--- src/rtl/instruction_fetch.sv ---
// instruction_fetch: issues word-aligned fetches to instruction memory, one
// request outstanding at a time, and queues the returned words in a small
// FIFO (BUF_DEPTH entries) for the core.
//
// Ports:
//   clock, reset_n              rising-edge clock, async active-low reset
//   imem_address/_read_enabled  fetch request (address stable until ack)
//   imem_ack/_data/_err_invalid_address  memory response for the request
//   redirect, redirect_target   branch/jump from the core: flush + new PC
//   instruction/_pc/_valid      buffer head, popped when instruction_ready=1
//   err_misaligned, err_fetch   sticky error flags, cleared only by reset
module instruction_fetch #(
  parameter logic [31:0] RESET_PC  = 32'h0000_0000,
  parameter int          BUF_DEPTH = 2
) (
  input  logic        clock,
  input  logic        reset_n,
  output logic [31:0] imem_address,
  output logic        imem_read_enabled,
  input  logic        imem_ack,
  input  logic [31:0] imem_data,
  input  logic        imem_err_invalid_address,
  input  logic        redirect,
  input  logic [31:0] redirect_target,
  output logic [31:0] instruction,
  output logic [31:0] instruction_pc,
  output logic        instruction_valid,
  input  logic        instruction_ready,
  output logic        err_misaligned,
  output logic        err_fetch
);
  localparam int PW = $clog2(BUF_DEPTH);
  localparam int CW = $clog2(BUF_DEPTH + 1);

  typedef enum logic [1:0] {IDLE, REQUEST, HALT} state_e;
  state_e state_q, state_d;

  logic [31:0] fetch_pc_q, fetch_pc_d;
  logic [31:0] req_addr_q, req_addr_d;
  logic        drop_q, drop_d;
  logic        err_mis_q, err_mis_d;
  logic        err_fetch_q, err_fetch_d;

  logic [BUF_DEPTH-1:0][31:0] buf_pc_q, buf_data_q;
  logic [PW-1:0]              rd_ptr_q, wr_ptr_q;
  logic [CW-1:0]              count_q;

  logic redir_ok, redir_bad, ack_v, push, pop, fetch_fault, has_space, issue;

  assign redir_bad   = redirect && (redirect_target[1:0] != 2'b00);
  assign redir_ok    = redirect && !redir_bad;
  // acks outside REQUEST are not ours and are ignored
  assign ack_v       = (state_q == REQUEST) && imem_ack;
  // a redirect in the ack cycle wins: the returned word (or its error) is stale
  assign push        = ack_v && !drop_q && !redirect && !imem_err_invalid_address;
  assign fetch_fault = ack_v && !drop_q && !redirect && imem_err_invalid_address;
  // only issued from IDLE, so the outstanding request always has a free slot
  // reserved and a push can never overflow the buffer
  assign has_space   = count_q < CW'(BUF_DEPTH);
  assign issue       = (state_q == IDLE) && has_space && !redirect && !err_mis_q;
  assign pop         = instruction_valid && instruction_ready;

  assign imem_address = (state_q == REQUEST) ? req_addr_q : fetch_pc_q;

  always_comb begin
    state_d           = state_q;
    imem_read_enabled = 1'b0;
    unique case (state_q)
      IDLE: begin
        if (redir_bad || err_mis_q) begin
          state_d = HALT;
        end else if (issue) begin
          state_d           = REQUEST;
          // request leaves in the same cycle; suppressed while in reset
          imem_read_enabled = reset_n;
        end
      end
      REQUEST: begin
        imem_read_enabled = 1'b1;
        if (ack_v) state_d = (redir_bad || err_mis_q || fetch_fault) ? HALT : IDLE;
      end
      HALT:    state_d = HALT;
      default: state_d = IDLE;
    endcase
  end

  always_comb begin
    req_addr_d  = issue ? fetch_pc_q : req_addr_q;
    fetch_pc_d  = fetch_pc_q;
    if (redir_ok)  fetch_pc_d = redirect_target;
    else if (push) fetch_pc_d = req_addr_q + 32'd4;
    // a redirect with a request in flight poisons the next ack
    drop_d      = drop_q;
    if (ack_v)                                drop_d = 1'b0;
    else if (state_q == REQUEST && redirect)  drop_d = 1'b1;
    err_mis_d   = err_mis_q | redir_bad;
    err_fetch_d = err_fetch_q | fetch_fault;
  end

  always_ff @(posedge clock or negedge reset_n) begin
    if (!reset_n) begin
      state_q     <= IDLE;
      fetch_pc_q  <= RESET_PC;
      req_addr_q  <= RESET_PC;
      drop_q      <= 1'b0;
      err_mis_q   <= 1'b0;
      err_fetch_q <= 1'b0;
    end else begin
      state_q     <= state_d;
      fetch_pc_q  <= fetch_pc_d;
      req_addr_q  <= req_addr_d;
      drop_q      <= drop_d;
      err_mis_q   <= err_mis_d;
      err_fetch_q <= err_fetch_d;
    end
  end

  // instruction buffer; a redirect flush overrides any push/pop this cycle
  always_ff @(posedge clock or negedge reset_n) begin
    if (!reset_n) begin
      buf_pc_q   <= '0;
      buf_data_q <= '0;
      rd_ptr_q   <= '0;
      wr_ptr_q   <= '0;
      count_q    <= '0;
    end else if (redirect) begin
      rd_ptr_q <= '0;
      wr_ptr_q <= '0;
      count_q  <= '0;
    end else begin
      if (push) begin
        buf_pc_q[wr_ptr_q]   <= req_addr_q;
        buf_data_q[wr_ptr_q] <= imem_data;
        wr_ptr_q             <= wr_ptr_q + PW'(1);
      end
      if (pop) rd_ptr_q <= rd_ptr_q + PW'(1);
      case ({push, pop})
        2'b10:   count_q <= count_q + CW'(1);
        2'b01:   count_q <= count_q - CW'(1);
        default: count_q <= count_q;
      endcase
    end
  end

  assign instruction_valid = (count_q != '0);
  assign instruction       = instruction_valid ? buf_data_q[rd_ptr_q] : 32'h0;
  assign instruction_pc    = instruction_valid ? buf_pc_q[rd_ptr_q]   : 32'h0;
  assign err_misaligned    = err_mis_q;
  assign err_fetch         = err_fetch_q;

endmodule

--- config.mk ---
export PLATFORM = sky130hd
export DESIGN_NAME = instruction_fetch
export DESIGN_NICKNAME = d
export VERILOG_FILES = /design/src/rtl/instruction_fetch.sv
export SDC_FILE = /design/constraint.sdc
export NUM_CORES = 1
export LEC_CHECK = 0
export CAP_MARGIN = 15
export CORE_UTILIZATION = 35
export CTS_CLUSTER_DIAMETER = 80
export DETAILED_ROUTE_END_ITERATION = 7
export SYNTH_ARGS = -nofsm -noshare
export SYNTH_HDL_FRONTEND = slang
export SYNTH_SLANG_ARGS = --single-unit
--- constraint.sdc ---
create_clock -name clock -period 2.75 [get_ports clock]
set_clock_uncertainty 0.15 [all_clocks]
set_input_delay 0.4125 -clock clock [delete_from_list [all_inputs] [get_ports clock]]
set_output_delay 0.4125 -clock clock [all_outputs]
set_load 0.03 [all_outputs]
Yosys cells after proc, flatten, opt, wreduce, memory -nomap -nowiden
Cells that the tools add are included.

storage, ports and cells
  bits in registers = 201
  word-level logic and storage cells = 90
  output and inout port bits = 100

operators by class
  reductions and logical operators = 30
  multiplexer cells = 29
  bitwise operators = 3
  $add $sub $neg = 5
  magnitude comparators = 4
  eq/ne operators = 6

operators by type and width
  kind                     number
  $mux W32                 10
  $bwmux W64               2
  $add A32 B3 Y32 const B  1
  $demux W32 S1            1
  $logic_and A1 B1 Y1      13
  $reduce_bool A2 Y1       6
  $mux W2                  5
  $mux W1                  8
  $pmux W2 S3              1
  $logic_not A1 Y1         5
  $eq A2 B1 Y1 const B     2
  $eq A2 B2 Y1 const B     2
  $lt A1 B2 Y1 const B     2
  $pmux W2 S2              1
  $reduce_and A2 Y1        2
  $ne A3 B2 Y1 const B     1
  $reduce_bool A3 Y1       1
  $add A1 B1 Y1 const B    2
  $add A2 B1 Y2 const B    1
  $logic_not A2 Y1         1
  $logic_or A1 B1 Y1       2
  $lt A2 B2 Y1 const B     1
  $ne A2 B2 Y1 const B     1
  $or A1 B1 Y1             2
  other kinds (4)          4

Longest topological paths before layout
Gate-level depths: netlist (run 1).

  word-level depth = 9
  mapped depth = 9
  gate-level depth less buffers = 6

Least setup slack after synthesis (run 1)
Ideal clock, no wire load.

  path type = reg2out
  start point = register err_mis_q, in the netlist err_misaligned
  end point = output imem_read_enabled
  cell stages (with the launch flop) = 6
  path buffers = 1
  path slack = 0.515 ns
  arrival time = 1.672 ns
  path through = dfrtp_1 > or4_1 > nor2_2 > buf_6 > nand2_1 > nand2_1

on the way
  word-level cells in the longest chain between the ends = 5
  elaborated cells between the ends (all ways) = 6
  those cells by class = mux: 3; reduce/logical: 3

RTL lines
  item                    line  RTL
  start, declared         41    logic err_mis_q, err_mis_d;
  start signal, assigned  113   err_mis_q <= err_mis_d;
  $logic_not A1 Y1        60    assign issue = (state_q == IDLE) && has_space && !redirect && !err_mis_q;
  $logic_and A1 B1 Y1     60
  $mux W1                 72    end else if (issue) begin
  $mux W1 (*)             70    if (redir_bad || err_mis_q) begin
  $pmux W1 S2 (*)         68    unique case (state_q)
  end, declared           19    output logic imem_read_enabled,

Every way passes the cells marked *; elsewhere a longest branch is shown, timed or not.

Final worst setup path (run 1)
  start point = register rd_ptr_q
  end point = output instruction_pc[24]

on the way
  word-level cells in the longest chain between the ends = 3

RTL lines
  item                                         line  RTL
  start, declared                              45    logic [PW-1:0] rd_ptr_q, wr_ptr_q;
  start signal, assigned                       136   if (pop) rd_ptr_q <= rd_ptr_q + PW'(1);
  $mux W32 (not written as such) (2 in a row)  147   assign instruction_pc = instruction_valid ? buf_pc_q[rd_ptr_q] : 32'h0;
  $mux W32                                     147
  end, declared                                26    output logic [31:0] instruction_pc,

No other way between the ends. The select of a mux whose other input is x is not followed.

==> summary.txt, run 1 <==
first-pass GRT wire length: 41600 microns
most common cell in the netlist: dfrtp_1
initial core utilization: 35.6%
CP Capture Type: output pin
shortest period the worst path allows: 2630 ps
post-synthesis cell count: 872
num rows: 61
initial antenna violation count: 0
fillers: 2651
max_cap viols: 0
post-route clock period utilization: 95.7%
Seq. cell area: 0.00503 sq mm
HP Class: primary input to register
CP Class: register to output pin
die area: 0.0289 sq mm
deepest clock path buffer count: 3
worst-margin pin slew: 625 ps
Hold Path Depth: 3
latest clock arrival within the worst-skew pair: 510 ps
drt total wl: 26200 microns
Netlist cell types: 49
final setup violation count: 0
nets: 1113
DR iter-0 viols: 444
hpwl dp: 17300 microns
fin. max-slew vios: 0
met1 Use GR: 26.7%
Buf/Inv on CP: 2
Clock transition at path regs: 60 ps
GR met3 Demand/Resource: 2.63%
Synth area leaders: dfrtp_1, mux2_2, mux2_4
GPL Wtd Cong: 0.786
failing checks: design-rule violations
Largest delay share family, worst path: flip-flops
drt pass-1 iters: 6
vias in the first global route: 7308
Seq/Total Area, Yosys: 50.8%
largest net degree at the start of global routing: 120
via/cell ratio: 4.94
I/O Buffers: 169
Die Width: 170 microns
syn_nets: 943
P_leak: 6.29 nW
area occupied by multi-input gates: 0.00455 sq mm
chip height: 170 microns
unrepaired setup endpoints after global routing: false
pwr dens: 543 mW/mm^2
layout cell share with drive strength beyond 1: 26.0%
Post-synth top flop: dfrtp_1
CTS tree: yes
#FFs+latches synth: 201
met2 usage: 29.1%
crit path max-delay cell type: dfrtp_4
IO Count: 170
clock sinks: 201
max incr delay on CP: 590 ps
GRT Util Overall: 18.5%
Std-Cell Core Area: 0.0278 sq mm
Reg2Reg Depth: 6
Max-slew headroom: 58.3%
number of antenna repair diodes: 0
CP Max Fanout: 18
Synth top area share: 50.8%
CTS H-tree depth: 1
total CTS buffers: 25
DRC: 2
status: finished, violations left
Worst EP required: 2190 ps
crit-path cells: buf_12 -> mux2i_1 -> nor2_1 -> dlygate4sd2_1
Hold Fails Final Rpt: 0
Stages on worst setup path: 4
grt ovf: 0
critical path launch point type: register
ys async rst share: 100%
Min Hold Slack: 311 ps
mean routed wirelength per cell: 18.3 microns
TNS Setup: 0 ps
Avg Synthesized Cell Area: 11.3 sq um
synth cell count leaders: dfrtp_1, nand2_1, mux2_2, nor2_1, mux2i_1
layer with the highest usage: met2
vias: 7084
Root Buffer: clkbuf_16
Worst VDD drop: 337 uV
Yosys top cell by area: dfrtp_1
Mapped Area: 0.00989 sq mm
crit path DAT: 2070 ps
EDFF count, synth: 0
Syn-to-layout area delta: 30.3%
Syn. warnings: 0
Max Clk Rate: 380 MHz
antenna viol nets, final: 0
## where the power goes
group | switching (mW) | leakage (nW) | internal, mW
clock network | 1.24 | 0.382 | 1.86
registers | 0.0904 | 2.74 | 3.06
logic | 0.402 | 3.17 | 0.345
total | 1.73 | 6.29 | 5.27
## per-stage QoR
| step | total power, mW | area, sq um | util [%] | worst slack [ps] | std cells |
|---|---|---|---|---|---|
| 6_report | 7.00 | 12900 | 46.4 | 119 | 1435 |
| 4_1_cts | 7.08 | 12900 | 46.3 | 14.0 | 1434 |
| 5_1_grt | 7.28 | 12900 | 46.4 | 18.2 | 1435 |
| 2_1_floorplan | 3.52 | 9890 | - | 515 | 872 |
| 3_5_place_dp | 3.94 | 12100 | 43.6 | 151 | 1389 |
| 3_3_place_gp | 3.94 | 12100 | 43.6 | 167 | 1389 |
## worst paths after layout
kind / from / to / slack [ps]
hold reg to reg: buf_pc_q[4]$_DFFE_PN0P_ / buf_pc_q[4]$_DFFE_PN0P_ / 330
hold / removal: redirect_target[18] / fetch_pc_q[18]$_DFFE_PN0P_ / 310
max in group asynchronous: reset_n / rd_ptr_q$_DFFE_PN0P_ / 1470
setup / recovery: rd_ptr_q$_DFFE_PN0P_ / instruction_pc[24] / 120
min in group asynchronous: reset_n / buf_pc_q[29]$_DFFE_PN0P_ / 330
setup reg to reg: state_q[0]$_DFFE_PN0P_ / buf_data_q[32]$_DFFE_PN0P_ / 550
## layout by cell type, fill, tap and decap left out, types with 19 or more instances in the layout
cell type / instances
dfrtp_1: 200
nand2_1: 121
mux2_2: 106
nor2_1: 84
clkdlybuf4s50_1: 70
mux2i_1: 65
dlygate4sd2_1: 61
buf_4: 52
mux2_4: 48
o21ai_0: 34
a21oi_1: 26
clkbuf_16: 25
and3_1: 19
## layer usage
layer | share of wire (%) | vias to the layer above
li1 | - | 3340
met1 | 48 | 3528
met2 | 45 | 184
met3 | 4.7 | 32
met4 | 2.0 | 0
met5 | 0 | -
## cell families after synthesis
kind of cell / count (synthesis) / share of synthesized area (%)
fa+ha+maj: 1 / 0.126
flops: 201 / 50.8
xor+xnor: 26 / 2.30
mux: 223 / 26.4
simple gates: 279 / 12.6
compound gates: 76 / 4.22
buf+inv: 66 / 3.52
## sequential cells by signal, indices dropped and copies added, names as in the netlist
name	cells
buf_data_q	64
buf_pc_q	64
fetch_pc_q	32
req_addr_q	32
count_q	2
state_q	2
drop_q	1
err_fetch	1
err_misaligned	1
rd_ptr_q	1
wr_ptr_q	1
## worst min-delay path, delay by kind of cell
family,cells,cell delay (ps)
AOI/OAI and AO/OA,1,70
buffers and inverters,1,390
and+or+nand+nor,1,60
## timing repair
action                     4_1_cts  5_1_grt
buffers inserted                 2        0
resized for setup               61        6
hold buffers                     1        0
setup endpoints to repair       61       29
hold endpoints to repair       119        0
## final cells by class
cell class | instances | area share [%]
timing repair buffer | 207 | 16.0
inverter | 2 | 0.0582
multi-input combinational | 605 | 35.3
clock buffer | 35 | 5.45
tap | 378 | 3.67
sequential | 201 | 39.0
clock inverter | 7 | 0.495
(Power assumes the default switching activity.)
==> run 2, diff against run 1 <==
Clock period 2.75 ns to 3.2 ns, I/O delays scaled along.
==> run 2 against run 1 <==
The run now ends clean. Utilization grew 0.072 points. Sequential power down 14%. Power down 12%. Sequential share of layout area down 0.060 points. Critical path type unchanged. Critical endpoint is now instruction_pc[2].
==> summary.txt, run 2 (synthesis gave the netlist of run 1 again) <==
die area: 0.0289 sq mm (unchanged)
shortest period the worst path allows: 3110 ps
CP Class: register to output pin (unchanged)
Root Buffer: clkbuf_16 (unchanged)
layout cell share with drive strength beyond 1: 23.1% (was 26.0%)
Hold Fails Final Rpt: 0 (unchanged)
crit-path cells: buf_12 -> buf_4 -> mux2i_1 -> nor2_1 -> clkdlybuf4s50_1 (was buf_12 -> mux2i_1 -> nor2_1 -> dlygate4sd2_1)
number of antenna repair diodes: 0 (unchanged)
vias: 7008 (was 7084)
CP Max Fanout: 27 (was 18)
largest registers: buf_data_q: 64 flops, buf_pc_q: 64 flops (unchanged)
critical path launch point type: register (unchanged)
post-route clock period utilization: 97.3%
status: complete, no violations (was finished, violations left)
chip height: 170 microns (unchanged)
largest net degree at the start of global routing: 106 (was 120)
GPL Wtd Cong: 0.793 (was 0.786)
drt total wl: 25800 microns (was 26200 microns)
Clock transition at path regs: 60 ps (about the same)
CTS H-tree depth: 1 (unchanged)
I/O Buffers: 169 (unchanged)
setup slack on the worst flop-to-flop path: 890 ps (was 550 ps)
met1 Use GR: 26.8% (was 26.7%)
layer with the highest usage: met2 (unchanged)
most frequent cells in the layout: dfrtp_1, clkdlybuf4s50_1, nand2_1 (was dfrtp_1, nand2_1, mux2_2)
worst-margin pin slew: 676 ps (was 625 ps)
fin. max-slew vios: 0 (unchanged)
RR Endpoint: fetch_pc_q[30]$_DFFE_PN0P_ (was buf_data_q[32]$_DFFE_PN0P_)
CTS tree: yes (unchanged)
pwr dens: 475 mW/mm^2 (was 543 mW/mm^2)
hpwl dp: 16800 microns (was 17300 microns)
num rows: 61 (unchanged)
commonest non-fill, non-tap cell in the layout: dfrtp_1 (unchanged)
max_cap viols: 0 (unchanged)
Die Width: 170 microns (unchanged)
via/cell ratio: 4.92 (was 4.94)
Buf/Inv on CP: 3 (was 2)
met2 usage: 27.6% (was 29.1%)
initial core utilization: 35.6% (unchanged)
crit path max-delay cell type: dfrtp_4 (unchanged)
worst reg2reg startpoint: req_addr_q[2]$_DFFE_PN0P_ (was state_q[0]$_DFFE_PN0P_)
drt pass-1 iters: 4 (was 6)
GR met3 Demand/Resource: 3.86% (was 2.63%)
Reg2Reg Depth: 6 (unchanged)
HP Class: primary input to async pin (was primary input to register)
IO Count: 170 (unchanged)
Max-slew headroom: 54.9% (was 58.3%)
unrepaired setup endpoints after global routing: false (unchanged)
Worst VDD drop: 323 uV (was 337 uV)
Post-CTS Setup Bufs: 0 (was 2)
Hold-fix buffers, CTS: 1 (unchanged)
first-pass GRT wire length: 41300 microns (was 41600 microns)
vias in the first global route: 7236 (was 7308)
Std-Cell Core Area: 0.0278 sq mm (unchanged)
Max Clk Rate: 321 MHz
antenna viol nets, final: 0 (unchanged)
P_leak: 5.83 nW (was 6.29 nW)
DR iter-0 viols: 344 (was 444)
Min Hold Slack: 320 ps (was 311 ps)
total CTS buffers: 24 (was 25)
Worst EP required: 2570 ps (was 2190 ps)
max incr delay on CP: 630 ps (was 590 ps)
CP Capture Type: output pin (unchanged)
initial antenna violation count: 0 (unchanged)
nets: 1099 (was 1113)
mean routed wirelength per cell: 18.1 microns (was 18.3 microns)
final setup violation count: 0 (unchanged)
deepest clock path buffer count: 3 (unchanged)
DRC: 0 (was 2)
crit path DAT: 2480 ps (was 2070 ps)
GRT Util Overall: 18.2% (was 18.5%)
Largest delay share family, worst path: buffers and inverters (was flip-flops)
cts repair resizes: 0 (was 61)
latest clock arrival within the worst-skew pair: 510 ps (about the same)
TNS Setup: 0 ps (unchanged)
Syn-to-layout area delta: 30.5% (was 30.3%)
clock sinks: 201 (unchanged)
grt ovf: 0 (unchanged)
==> run 2: report_power, final <==
group,total (mW),switching (mW),internal [mW]
clock,2.78,1.08,1.70
combinational,0.653,0.345,0.308
sequential,2.71,0.0777,2.63
==> run 2: worst max path at each step <==
stage | from | endpoint | slack [ps] | cells past startpoint
global route | rd_ptr_q$_DFFE_PN0P_ | instruction_pc[2] | 1 | 5
finish | rd_ptr_q$_DFFE_PN0P_ | instruction_pc[2] | 90 | 5
floorplan | err_misaligned$_DFF_PN0_ | imem_read_enabled | 900 | 5
CTS | rd_ptr_q$_DFFE_PN0P_ | instruction_pc[2] | 60 | 5
global placement | rd_ptr_q$_DFFE_PN0P_ | instruction[14] | 630 | 5
detailed placement | rd_ptr_q$_DFFE_PN0P_ | instruction_pc[2] | 610 | 5
==> run 2: cell type report <==
type,count,area (sq um)
Inverter,2,7.51
Tap cell,378,473
Timing Repair Buffer,194,2050
Clock buffer,33,706
Sequential cell,201,5030
Clock inverter,10,106
Fill cell,2634,14900
Multi-Input combinational cell,605,4540
==> run 2: metal layers <==
layer	routed length [microns]	vias up
li1	-	3308
met2	11100	192
met1	12600	3481
met5	0	-
met3	1760	27
met4	340	0
==> run 2: stage by stage <==
step                      setup WS (ps)  power [mW]  instances  util [%]  area [sq um]
after CTS                          60.2        6.23       1423      46.5         12900
final                              87.2        6.14       1423      46.5         12900
after global routing               1.50        6.39       1423      46.5         12900
after detailed placement            614        3.41       1379      43.5         12100
after global placement              631        3.40       1379      43.5         12100
after floorplan                     898        3.03        872         -          9890
